**src/rtl/chain_mixer_pkg.sv**
```systemverilog
// chain_mixer_pkg: shared state encoding, stage index width helper and default count width
package chain_mixer_pkg;
  localparam int CNT_W_DEF = 16;
  typedef enum logic [2:0] {IDLE, PRIME, DISPENSE, SETTLE, DONE} seq_state_t;
  function automatic int stage_w(input int n);
    return (n < 2) ? 1 : $clog2(n);
  endfunction
endpackage

```
**src/rtl/chain_mixer_dwell_timer.sv**
```systemverilog
// chain_mixer_dwell_timer: loadable down-counter timing one valve phase, zero load clamped to one cycle
//   clk, rst_n : clock, asynchronous active-low reset
//   load       : strobe, restarts the phase with load_val cycles
//   load_val   : phase length in cycles (0 treated as 1)
//   expired    : high during the last cycle of the phase
module chain_mixer_dwell_timer
  import chain_mixer_pkg::*;
#(
  parameter int CNT_W = CNT_W_DEF
) (
  input  logic             clk,
  input  logic             rst_n,
  input  logic             load,
  input  logic [CNT_W-1:0] load_val,
  output logic             expired
);
  localparam logic [CNT_W-1:0] ONE = CNT_W'(1);
  logic [CNT_W-1:0] r_cnt;
  // Holding length-1 makes the phase last exactly max(load_val,1) cycles.
  always_ff @(posedge clk or negedge rst_n)
    if (!rst_n) r_cnt <= '0;
    else if (load) r_cnt <= (load_val == '0) ? '0 : load_val - ONE;
    else if (r_cnt != '0) r_cnt <= r_cnt - ONE;
  assign expired = r_cnt == '0;
endmodule

```
**src/rtl/chain_mixer_inlet_seq.sv**
```systemverilog
// chain_mixer_inlet_seq: valve sequencer priming j0 then dispensing k0..k(N-1) with settle gaps
//   clk, rst_n     : clock, asynchronous active-low reset
//   start, abort   : sequence request (IDLE only) and termination
//   dwell_cycles   : open time per inlet; settle_cycles : closed gap after each dispense
//   main_valve     : carrier inlet j0; side_valve : one-hot side inlet enables
//   stage_idx      : current stage; busy/done/aborted : status, done/aborted are one-cycle pulses
module chain_mixer_inlet_seq
  import chain_mixer_pkg::*;
#(
  parameter int N_STAGES = 16,
  parameter int CNT_W    = CNT_W_DEF
) (
  input  logic                          clk,
  input  logic                          rst_n,
  input  logic                          start,
  input  logic                          abort,
  input  logic [CNT_W-1:0]              dwell_cycles,
  input  logic [CNT_W-1:0]              settle_cycles,
  output logic                          main_valve,
  output logic [N_STAGES-1:0]           side_valve,
  output logic [stage_w(N_STAGES)-1:0]  stage_idx,
  output logic                          busy,
  output logic                          done,
  output logic                          aborted
);
  localparam int SW = stage_w(N_STAGES);
  localparam logic [SW-1:0] LAST = SW'(N_STAGES - 1);
  localparam logic [SW-1:0] ONE = SW'(1);
  seq_state_t r_state, w_nxt;
  logic [SW-1:0] r_stage, w_nxt_stage;
  logic [CNT_W-1:0] r_dwell, r_settle, w_load_val;
  logic w_load, w_expired, w_abort, w_go;
  logic [N_STAGES-1:0] w_onehot;
  chain_mixer_dwell_timer #(.CNT_W(CNT_W)) u_timer (
    .clk(clk), .rst_n(rst_n), .load(w_load), .load_val(w_load_val), .expired(w_expired)
  );
  assign w_go = r_state == IDLE && start && !abort;
  assign w_abort = abort && (r_state inside {PRIME, DISPENSE, SETTLE});
  // Next-state logic; outputs below are registered from the next state so they are Moore.
  always_comb begin
    w_nxt = r_state;
    w_nxt_stage = r_stage;
    w_load = 1'b0;
    w_load_val = r_dwell;
    case (r_state)
      IDLE: if (w_go) begin
        w_nxt = PRIME;
        w_load = 1'b1;
        w_load_val = dwell_cycles;
      end
      PRIME: if (w_expired) begin
        w_nxt = DISPENSE;
        w_nxt_stage = '0;
        w_load = 1'b1;
      end
      DISPENSE: if (w_expired) begin
        w_nxt = SETTLE;
        w_load = 1'b1;
        w_load_val = r_settle;
      end
      SETTLE: if (w_expired) begin
        w_nxt = (r_stage == LAST) ? DONE : DISPENSE;
        w_nxt_stage = (r_stage == LAST) ? r_stage : r_stage + ONE;
        w_load = r_stage != LAST;
      end
      default: w_nxt = IDLE;
    endcase
    if (w_abort) begin
      w_nxt = IDLE;
      w_load = 1'b0;
    end
    if (w_nxt == IDLE) w_nxt_stage = '0;
  end
  assign w_onehot = {{(N_STAGES-1){1'b0}}, 1'b1} << w_nxt_stage;
  always_ff @(posedge clk or negedge rst_n)
    if (!rst_n) begin
      r_state <= IDLE;
      r_stage <= '0;
      r_dwell <= '0;
      r_settle <= '0;
      main_valve <= 1'b0;
      side_valve <= '0;
      busy <= 1'b0;
      done <= 1'b0;
      aborted <= 1'b0;
    end else begin
      r_state <= w_nxt;
      r_stage <= w_nxt_stage;
      if (w_go) begin
        r_dwell <= dwell_cycles;
        r_settle <= settle_cycles;
      end
      main_valve <= w_nxt inside {PRIME, DISPENSE, SETTLE};
      side_valve <= (w_nxt == DISPENSE) ? w_onehot : '0;
      busy <= w_nxt != IDLE;
      done <= w_nxt == DONE;
      aborted <= w_abort;
    end
  assign stage_idx = r_stage;
endmodule
```
**config.mk**
```make
export PLATFORM = sky130hd
export DESIGN_NAME = chain_mixer_inlet_seq
export DESIGN_NICKNAME = d
export VERILOG_FILES = /design/src/rtl/chain_mixer_pkg.sv /design/src/rtl/chain_mixer_dwell_timer.sv /design/src/rtl/chain_mixer_inlet_seq.sv
export SDC_FILE = /design/constraint.sdc
export NUM_CORES = 1
export LEC_CHECK = 0
export BUFFER_PORTS_ARGS = -buffer_cell sky130_fd_sc_hd__buf_2
export CAP_MARGIN = 20
export CORE_ASPECT_RATIO = 1.1
export CORE_MARGIN = 2
export CORE_UTILIZATION = 57
export DETAILED_ROUTE_END_ITERATION = 8
export PLACE_DENSITY = 0.88
export SYNTH_ARGS = -nofsm -noshare
export SYNTH_HDL_FRONTEND = slang
export SYNTH_SLANG_ARGS = --single-unit
```
**constraint.sdc**
```tcl
create_clock -name clk -period 4.1 [get_ports clk]
set_input_delay 0.41 -clock clk [delete_from_list [all_inputs] [get_ports clk]]
set_output_delay 0.41 -clock clk [all_outputs]
set_load 0.03 [all_outputs]
```
==> results by group, run 1 <==
Pwr
  • Power per cell area: 469 nW/um2
  • VDD IR-drop max: 0.333 mV
  • Leak pwr: 0.00223 uW

Die
  • Core area: 6670 um2
  • Die W: 83.6 um
  • I/O pin count: 60
  • Initial core utilization: 0.596
  • Row cnt: 31
  • Chip height: 91.6 um
  • Die area: 7660 um2

Logic synthesis
  • Top cell type's share of synthesized area: 0.472
  • Netlist cell types: 58
  • Cells after Synth: 458
  • Synth Cell Area: 3980 um2
  • Post-synthesis sequential area ratio: 0.472
  • Top cells by area, synth: dfrtp_1, nand2_1, nor2_1, xnor2_1, a21oi_1
  • Post-synth EDFFs: 0
  • Prevailing post-synth register cell: dfrtp_1
  • Most frequent cells after synthesis: nand2_1, dfrtp_1, nor2_1
  • Syn_area_per_cell: 8.68 um2
  • FFs w/ async S/R, synth: 1.00
  • Synth area leader: dfrtp_1
  • Yosys reg bits: 75
  • Ys Warns: 0
  • Most frequent cell after synthesis: nand2_1
  • Post-synth net total: 498

Global routing
  • Grt met2 use: 0.421
  • Most used routing layer: met2
  • Met3 Use GR: 0.0427
  • Number of global-route vias before repair: 3360
  • GRT overflow: 0
  • GRT Util Overall: 0.257
  • Largest net degree at the start of global routing: 76
  • Initial antenna violation count: 0
  • Met1 Usage GRT: 0.352
  • Global-route wire length before repair: 15800 um

Clock tree
  • CTS root buf: clkbuf_8
  • Worst-path clk slew: 0.08 ns
  • Post-CTS Setup Inserts: 0
  • TritonCTS buffer count: 9
  • Max Root-Sink Buffers: 2
  • Post-CTS sizing: 0
  • Insertion delay to the later sink of the worst-skew pair: 0.35 ns
  • Htree depth: 3
  • Clock sinks: 75
  • CTS tree: built
  • # hold bufs at CTS: 0

STA
  • Final Hold Fails: 0
  • Clock Skews: 0.0121 ns
  • Minimum clock period: 3.71 ns
  • RSZ-0062 raised after global routing: no
  • Final setup fails: 0
  • Slew @ Worst Pin: 0.910 ns
  • Final max-slew violation count: 0
  • Max-slew headroom: 0.393
  • Highest clock rate: 0.269 GHz
  • Final worst path period share: 0.906
  • Setup TNS: 0 ns

Drt
  • # DRC: 0
  • DR WL/cell: 15.7 um
  • First-pass DRT Iterations: 5
  • Initial DRC Count: 200
  • ANT nets after route: 0
  • Vias/cell: 5.95
  • Total Wirelength: 9500 um
  • Via count: 3592

Setup path
  • Critical Path End Type: register
  • Critical Path RT: 4.32 ns
  • WP data arrival: 3.94 ns
  • Crit Path Max Fanout: 13
  • Startpoint Class: register
  • Critical path class: register to register

Outcome
  • Outcome: finished clean

Hold path
  • Hold WC Path Type: input port to asynchronous set/reset pin

Placement
  • Detail Placement HPWL: 7100 um
  • IO Port Bufs: 59
  • Dpl cells: 588
  • Placer Congestion: 0.902

Finish
  • Area growth from synthesis to layout: 14.3%
  • Share of cells above drive strength 1: 0.184
  • Fin util: 0.681
  • Ant diodes: 0
  • Layout Cells excl Fill: 604
  • Final nets: 557

Flow run
  • MaxCap Viol Count: 0
final cells by class:
class	count	area, um2
Clock buffer	10	138
Clock inverter	6	47.5
Fill cell	526	2130
Inverter	7	26.3
Multi-Input combinational cell	358	2000
Sequential cell	75	1880
Tap cell	82	103
Timing Repair Buffer	66	350
registers in the layout (all words and copies together), names as in the netlist:
name,cells
stage_idx,4
aborted,1
r_state,3
r_dwell,16
u_timer.r_cnt,16
done,1
main_valve,1
busy,1
side_valve,16
r_settle,16
critical path, stage by stage (launching register included):
cell and delay, ns:
dfrtp_1 0.42, inv_1 0.11, ha_1 0.17, nor3b_1 0.25, and4_1 0.54, o21ai_2 0.11, a221oi_1 0.46, ha_1 0.27
nand4_1 0.18, nor3_2 0.35, and4_1 0.32, or2_1 0.28, o22ai_1 0.13
worst paths after layout:
path,start,to,slack [ns],depth (start not counted)
max,u_timer.r_cnt[0],u_timer.r_cnt[4],0.39,12
min,rst_n,main_valve,0.19,1
max in group asynchronous,rst_n,r_dwell[14],3.32,1
min in group clk,settle_cycles[10],r_settle[10],0.24,3
min reg2reg,r_dwell[4],r_dwell[4],0.48,1
max reg2reg,u_timer.r_cnt[0],u_timer.r_cnt[4],0.39,12
stage by stage:
step                      hold slack, ns  instance area, um2  setup slack [ns]  total power (uW)
final                              0.186                4540             0.385              2130
after global routing               0.253                4540            0.0708              2250
after CTS                          0.228                4540             0.420              2130
after detailed placement           0.465                4360             0.418              1600
after global placement             0.460                4360             0.646              1570
after floorplan                    0.114                3980              1.04              1420
metal layers:
layer  vias up  share of wire
li1       1726              -
met1      1724           0.45
met2       131           0.48
met3        11          0.054
met4         0          0.012
met5         -              0
kinds of logic after synthesis:
kind of cell / after synthesis / synth area share
multiplexers: 3 / 0.00881
XOR/XNOR: 22 / 0.0485
buffers and inverters: 25 / 0.0252
adder cells (fa/ha/maj): 4 / 0.0126
AND/OR/NAND/NOR: 237 / 0.269
flip-flops: 75 / 0.472
AO/OA/AOI/OAI: 92 / 0.164
report_power, final:
group,total [uW],internal (uW),switching [uW]
combinational,590,260,330
clock,530,241,289
sequential,1010,871,141
placed cells by master (no fill, tap or decap), types with 5 or more instances in the layout:
cell type  netlist  final
and3_1           7      7
a21o_1           8      8
nand3_1         10     10
a22o_1           5      5
dfrtp_1         75     75
buf_2            2     58
nand2_1        118    118
buf_4            1      8
o21ai_1          6      6
nor4_1           7      7
o22ai_1          9      9
nor2_1          55     54
xnor2_1         16     16
o31ai_1          5      5
or3_1            6      6
xor2_1           6      6
nor3_1           9      9
clkbuf_8         0     10
a21oi_1         15     15
o21ai_0          9      9
inv_1            6      6
Power figures use the tool's default switching activity.
==> run 2, diff against run 1 <==
==> constraint.sdc (replaced) <==
create_clock -name clk -period 4.1 [get_ports clk]
set_input_delay 0 -clock clk [delete_from_list [all_inputs] [get_ports clk]]
set_output_delay 0 -clock clk [all_outputs]
set_load 0.03 [all_outputs]
==> results by group, run 2 (synthesis results as in run 1) <==
Die
  • Die W: 83.6 um (unchanged)
  • Row cnt: 31 (unchanged)
  • Die area: 7660 um2 (unchanged)
  • Core area: 6670 um2 (unchanged)
  • Chip height: 91.6 um (unchanged)
  • I/O pin count: 60 (unchanged)
  • Initial core utilization: 0.596 (unchanged)

Setup path
  • Critical Path End Type: register (unchanged)
  • Crit Path Max Fanout: 13 (unchanged)
  • Reg2reg setup slack: 0.29 ns (was 0.39 ns)
  • WP data arrival: 4.03 ns (was 3.94 ns)
  • Depth of the worst register-to-register path: 12 (unchanged)
  • Slowest stage delay, CP: 0.57 ns (was 0.54 ns)
  • Top delay family on crit path: simple AND/OR/NAND/NOR gates (unchanged)
  • RR Startpoint: u_timer.r_cnt[0] (unchanged)
  • Crit. Startpoint: u_timer.r_cnt[0] (unchanged)
  • Startpoint Class: register (unchanged)
  • Critical path class: register to register (unchanged)
  • Worst path slowest cell: and4_1 (unchanged)
  • Crit path cell chain: inv_1 -> ha_1 -> nor3b_1 -> and4_1 -> o21ai_2 -> a221oi_1 -> ha_1 -> nand4_1 -> nor3_2 -> and4_1 -> or2_1 -> o22ai_1 (unchanged)
  • Critical Path RT: 4.32 ns (about the same)
  • Worst r2r dst: u_timer.r_cnt[10] (was u_timer.r_cnt[4])
  • Critical path buffers and inverters: 1 (unchanged)

Pwr
  • Reg power frac: 0.472 (was 0.474)
  • VDD IR-drop max: 0.296 mV (was 0.333 mV)
  • Cell-internal power: 1370 uW (about the same)
  • Total chip power: 2150 uW (was 2130 uW)
  • Leak pwr: 0.00235 uW (was 0.00223 uW)
  • Power per cell area: 445 nW/um2 (was 469 nW/um2)
  • Clock Power Share: 0.239 (was 0.249)
  • Comb pwr share: 0.289 (was 0.277)
  • Sw Ratio: 0.361 (was 0.356)
  • Switching power total: 775 uW (was 760 uW)

Drt
  • ANT nets after route: 0 (unchanged)
  • First-pass DRT Iterations: 5 (unchanged)
  • # DRC: 0 (unchanged)
  • DR WL/cell: 16.9 um (was 15.7 um)
  • Total Wirelength: 10700 um (was 9500 um)
  • Vias/cell: 6.14 (was 5.95)
  • Initial DRC Count: 412 (was 200)
  • Via count: 3886 (was 3592)

Hold path
  • WHS Path Cells: 3
  • Hold Crit Endpoint: r_dwell[4]
  • Hold Startpoint: dwell_cycles[4]
  • Hold WC Path Type: input port to register (was input port to asynchronous set/reset pin)

Finish
  • Commonest non-fill, non-tap cell in the layout: nand2_1 (unchanged)
  • Finished Cell Area: 4820 um2 (was 4540 um2)
  • Fin util: 0.723 (was 0.681)
  • Leading cell types in the layout, fill and taps excluded: nand2_1, dfrtp_1, buf_2, nor2_1, dlygate4sd3_1 (was nand2_1, dfrtp_1, buf_2, nor2_1, xnor2_1)
  • Ant diodes: 0 (unchanged)
  • Share of cells above drive strength 1: 0.174 (was 0.184)
  • Final nets: 586 (was 557)
  • Filler Cells Inserted: 466 (was 526)
  • Layout Cells excl Fill: 633 (was 604)
  • Area growth from synthesis to layout: 21.3% (was 14.3%)

Global routing
  • Global-route wire length before repair: 17600 um (was 15800 um)
  • Initial antenna violation count: 0 (unchanged)
  • Number of global-route vias before repair: 3669 (was 3360)
  • GRT overflow: 0 (unchanged)
  • Largest net degree at the start of global routing: 76 (unchanged)
  • GRT Util Overall: 0.287 (was 0.257)

Placement
  • Dpl cells: 588 (unchanged)
  • DP Area: 4360 um2 (unchanged)
  • Placer Congestion: 0.918 (was 0.902)
  • Detail Placement HPWL: 7040 um (was 7100 um)
  • IO Port Bufs: 59 (unchanged)

Clock tree
  • TritonCTS buffer count: 9 (unchanged)
  • CTS root buf: clkbuf_8 (unchanged)
  • Max Root-Sink Buffers: 2 (unchanged)
  • Htree depth: 3 (unchanged)
  • Insertion delay to the later sink of the worst-skew pair: 0.34 ns (was 0.35 ns)
  • Worst-path clk slew: 0.08 ns (about the same)
  • Post-CTS sizing: 0 (unchanged)
  • Clock sinks: 75 (unchanged)
  • CTS tree: built (unchanged)

STA
  • Setup TNS: 0 ns (unchanged)
  • Highest clock rate: 0.262 GHz (was 0.269 GHz)
  • Final setup fails: 0 (unchanged)
  • Final Hold Fails: 0 (unchanged)
  • Final worst path period share: 0.930 (was 0.906)
  • Max-slew headroom: 0.388 (was 0.393)
  • RSZ-0062 raised after global routing: no (unchanged)
  • Minimum clock period: 3.81 ns (was 3.71 ns)
  • Slew @ Worst Pin: 0.919 ns (was 0.910 ns)
  • Final max-slew violation count: 0 (unchanged)
  • Clock Skews: 0.0106 ns (was 0.0121 ns)

Flow run
  • MaxCap Viol Count: 0 (unchanged)

Outcome
  • Outcome: finished clean (unchanged)
[run 2: area by class of cell]
type,count,area [um2],share of cell area
clock inverter,7,52.6,0.0109
sequential,75,1880,0.389
clock buffer,9,124,0.0257
multi-input combinational,358,2000,0.415
inverter,7,26.3,0.00545
timing repair buffer,95,641,0.133
tap,82,103,0.0213
[run 2: what timing repair did]
| action | CTS | global route |
|---|---|---|
| hold endpoints to repair | 106 | 0 |
| setup buffers | 0 | 0 |
| hold buffers | 29 | 0 |
| endpoints found under the setup margin | 0 | 0 |
[run 2: power by group through the flow]
stage | registers [uW] | logic [uW] | clock network, uW
2_1_floorplan | 988 | 433 | 0
3_3_place_gp | 1010 | 559 | 0
3_5_place_dp | 1020 | 579 | 0
4_1_cts | 1010 | 606 | 513
5_1_grt | 1030 | 685 | 549
6_report | 1010 | 620 | 514
[run 2: through the flow]
step,hold slack (ns),setup slack [ns]
2_1_floorplan,-0.296,1.04
5_1_grt,0.0338,0.000796
6_report,0.0160,0.286
4_1_cts,0.000244,0.373
3_5_place_dp,0.191,0.394
3_3_place_gp,0.179,0.641
[run 2: layer usage]
| layer | track usage | share of wire | up-vias |
|---|---|---|---|
| met5 | 0 | 0 | - |
| met4 | 0.109 | 0.034 | 0 |
| met3 | 0.0509 | 0.072 | 40 |
| met2 | 0.468 | 0.48 | 210 |
| met1 | 0.384 | 0.41 | 1858 |
| li1 | - | - | 1778 |
[run 2: how the worst max path moves through the flow]
stage                         to  slack, ns  cells past startpoint
2_1_floorplan  u_timer.r_cnt[10]       1.04                     14
3_3_place_gp    u_timer.r_cnt[7]       0.64                     12
5_1_grt        u_timer.r_cnt[10]     0.0008                     12
4_1_cts        u_timer.r_cnt[10]       0.37                     12
3_5_place_dp   u_timer.r_cnt[10]       0.39                     12
6_report       u_timer.r_cnt[10]       0.29                     12
[run 2: tightest hold or removal path, stage by stage]
cell and delay, ns:
buf_2 0.08, and3_1 0.16, a21o_1 0.09
==> run 3, diff against run 2 <==
CORE_ASPECT_RATIO = 0.5   (was 1.1)
==> results by group, run 3 (synthesis results as in run 1) <==
Outcome
  • Outcome: finished clean (unchanged)

Placement
  • Placer Congestion: 0.999 (was 0.918)
  • Setup WS pre-CTS: 0.440 ns (was 0.394 ns)
  • Detail Placement HPWL: 7550 um (was 7040 um)
  • IO Port Bufs: 59 (unchanged)

Clock tree
  • CTS root buf: clkbuf_16 (was clkbuf_8)
  • Htree depth: 3 (unchanged)
  • Max Root-Sink Buffers: 2 (unchanged)
  • Worst-path clk slew: 0.06 ns (was 0.08 ns)
  • Clock sinks: 75 (unchanged)
  • Post-CTS Setup Inserts: 0 (unchanged)
  • Post-CTS sizing: 0 (unchanged)
  • Insertion delay to the later sink of the worst-skew pair: 0.34 ns (about the same)
  • TritonCTS buffer count: 9 (unchanged)
  • CTS tree: built (unchanged)

Setup path
  • Crit Path Max Fanout: 14 (was 13)
  • Critical path class: register to register (unchanged)
  • Startpoint Class: register (unchanged)
  • Critical Path End Type: register (unchanged)
  • WP data arrival: 3.93 ns (was 4.03 ns)
  • Critical Path RT: 4.30 ns (was 4.32 ns)

STA
  • Final setup fails: 0 (unchanged)
  • Setup TNS: 0 ns (unchanged)
  • Highest clock rate: 0.268 GHz (was 0.262 GHz)
  • Worst hold slack: 0.0257 ns (was 0.0160 ns)
  • Max-slew headroom: 0.413 (was 0.388)
  • Final max-slew violation count: 0 (unchanged)
  • RSZ-0062 raised after global routing: no (unchanged)
  • Slew @ Worst Pin: 0.881 ns (was 0.919 ns)
  • Final worst path period share: 0.910 (was 0.930)
  • Minimum clock period: 3.73 ns (was 3.81 ns)
  • Final Hold Fails: 0 (unchanged)
  • Clock Skews: 0.00865 ns (was 0.0106 ns)
  • Worst setup margin: 0.369 ns (was 0.286 ns)

Global routing
  • Initial antenna violation count: 0 (unchanged)
  • Grt met2 use: 0.497 (was 0.468)
  • Met1 Usage GRT: 0.395 (was 0.384)
  • Largest net degree at the start of global routing: 50 (was 76)
  • GRT Util Overall: 0.307 (was 0.287)
  • GRT overflow: 0 (unchanged)
  • Number of global-route vias before repair: 3656 (was 3669)
  • Global-route wire length before repair: 18000 um (was 17600 um)
  • Most used routing layer: met2 (unchanged)
  • Met3 Use GR: 0.0915 (was 0.0509)

Drt
  • Vias/cell: 6.02 (was 6.14)
  • DR WL/cell: 17.2 um (was 16.9 um)
  • Total Wirelength: 11100 um (was 10700 um)
  • Via count: 3874 (was 3886)
  • ANT nets after route: 0 (unchanged)
  • # DRC: 0 (unchanged)
  • Initial DRC Count: 523 (was 412)
  • First-pass DRT Iterations: 6 (was 5)

Finish
  • Area growth from synthesis to layout: 25.2% (was 21.3%)
  • Ant diodes: 0 (unchanged)
  • Final nets: 587 (was 586)
  • Share of cells above drive strength 1: 0.174 (about the same)
  • Leading cell types in the layout, fill and taps excluded: nand2_1, dfrtp_1, buf_2, nor2_1, dlygate4sd3_1 (unchanged)
  • Commonest non-fill, non-tap cell in the layout: nand2_1 (unchanged)

Die
  • Die W: 122 um (was 83.6 um)
  • Chip height: 63.1 um (was 91.6 um)
  • Core area: 6730 um2 (was 6670 um2)
  • Die area: 7700 um2 (was 7660 um2)
  • Row cnt: 21 (was 31)
  • I/O pin count: 60 (unchanged)
  • Initial core utilization: 0.591 (was 0.596)

Flow run
  • MaxCap Viol Count: 0 (unchanged)

Hold path
  • Hold WC Path Type: input port to register (unchanged)

Pwr
  • Power per cell area: 491 nW/um2 (was 445 nW/um2)
  • VDD IR-drop max: 0.287 mV (was 0.296 mV)
  • Leak pwr: 0.00241 uW (was 0.00235 uW)
  • Total chip power: 2450 uW (was 2150 uW)
run 3: cell count changes in the layout (fill, tap and decap cells not counted), moves of 2 or more:
cell / delta
clkbuf_8: -9
clkbuf_16: +9
clkinv_2: -2
clkinv_4: -2
run 3: repair_timing:
| action | in CTS | in global routing |
|---|---|---|
| hold buffers | 29 | 0 |
| hold endpoints to repair | 79 | 0 |
| endpoints found under the setup margin | 0 | 0 |
run 3: cell type report:
class,instances,area [um2]
fill,497,1750
inverter,7,26.3
clock buffer,10,229
timing repair buffer,96,658
clock inverter,6,71.3
multi-input combinational,358,2000
sequential,75,1880
tap,92,115
run 3: final timing paths:
kind / start / to / slack (ns) / depth (start not counted)
setup / recovery: u_timer.r_cnt[0] / u_timer.r_cnt[13] / 0.37 / 13
hold / removal: dwell_cycles[15] / r_dwell[15] / 0.03 / 3
setup reg to reg: u_timer.r_cnt[0] / u_timer.r_cnt[13] / 0.37 / 13
hold reg to reg: r_settle[5] / r_settle[5] / 0.50 / 2
max in group asynchronous: rst_n / u_timer.r_cnt[7] / 3.41 / 3
min in group asynchronous: rst_n / busy / 0.06 / 2
run 3: critical path, cell delays in order, from the launching register on:
cell and delay, ns:
dfrtp_1 0.39, inv_1 0.09, ha_1 0.20, nor3b_1 0.15, and4_1 0.27, buf_4 0.21, and2_1 0.30, a221oi_1 0.41
ha_1 0.27, nand4_1 0.17, nor3_2 0.36, and4_1 0.32, or2_1 0.30, o22ai_1 0.15
run 3: report_power, final:
group          total (uW)  internal, uW  leakage [uW]  switching, uW
Combinational         624           277       0.00129            347
Sequential           1020           872      0.000971            153
Clock                 797           477      0.000140            320
run 3: through the flow:
stage,utilization,instances,area (um2)
final,0.740,644,4980
after global routing,0.740,644,4980
after CTS,0.737,643,4960
after detailed placement,0.649,598,4370
after global placement,0.649,598,4370
after floorplan,-,458,3980
run 3: metal layers:
layer / vias up / share of wire
li1: 1795 / -
met1: 1814 / 0.40
met2: 234 / 0.47
met3: 31 / 0.10
met4: 0 / 0.019
met5: - / 0
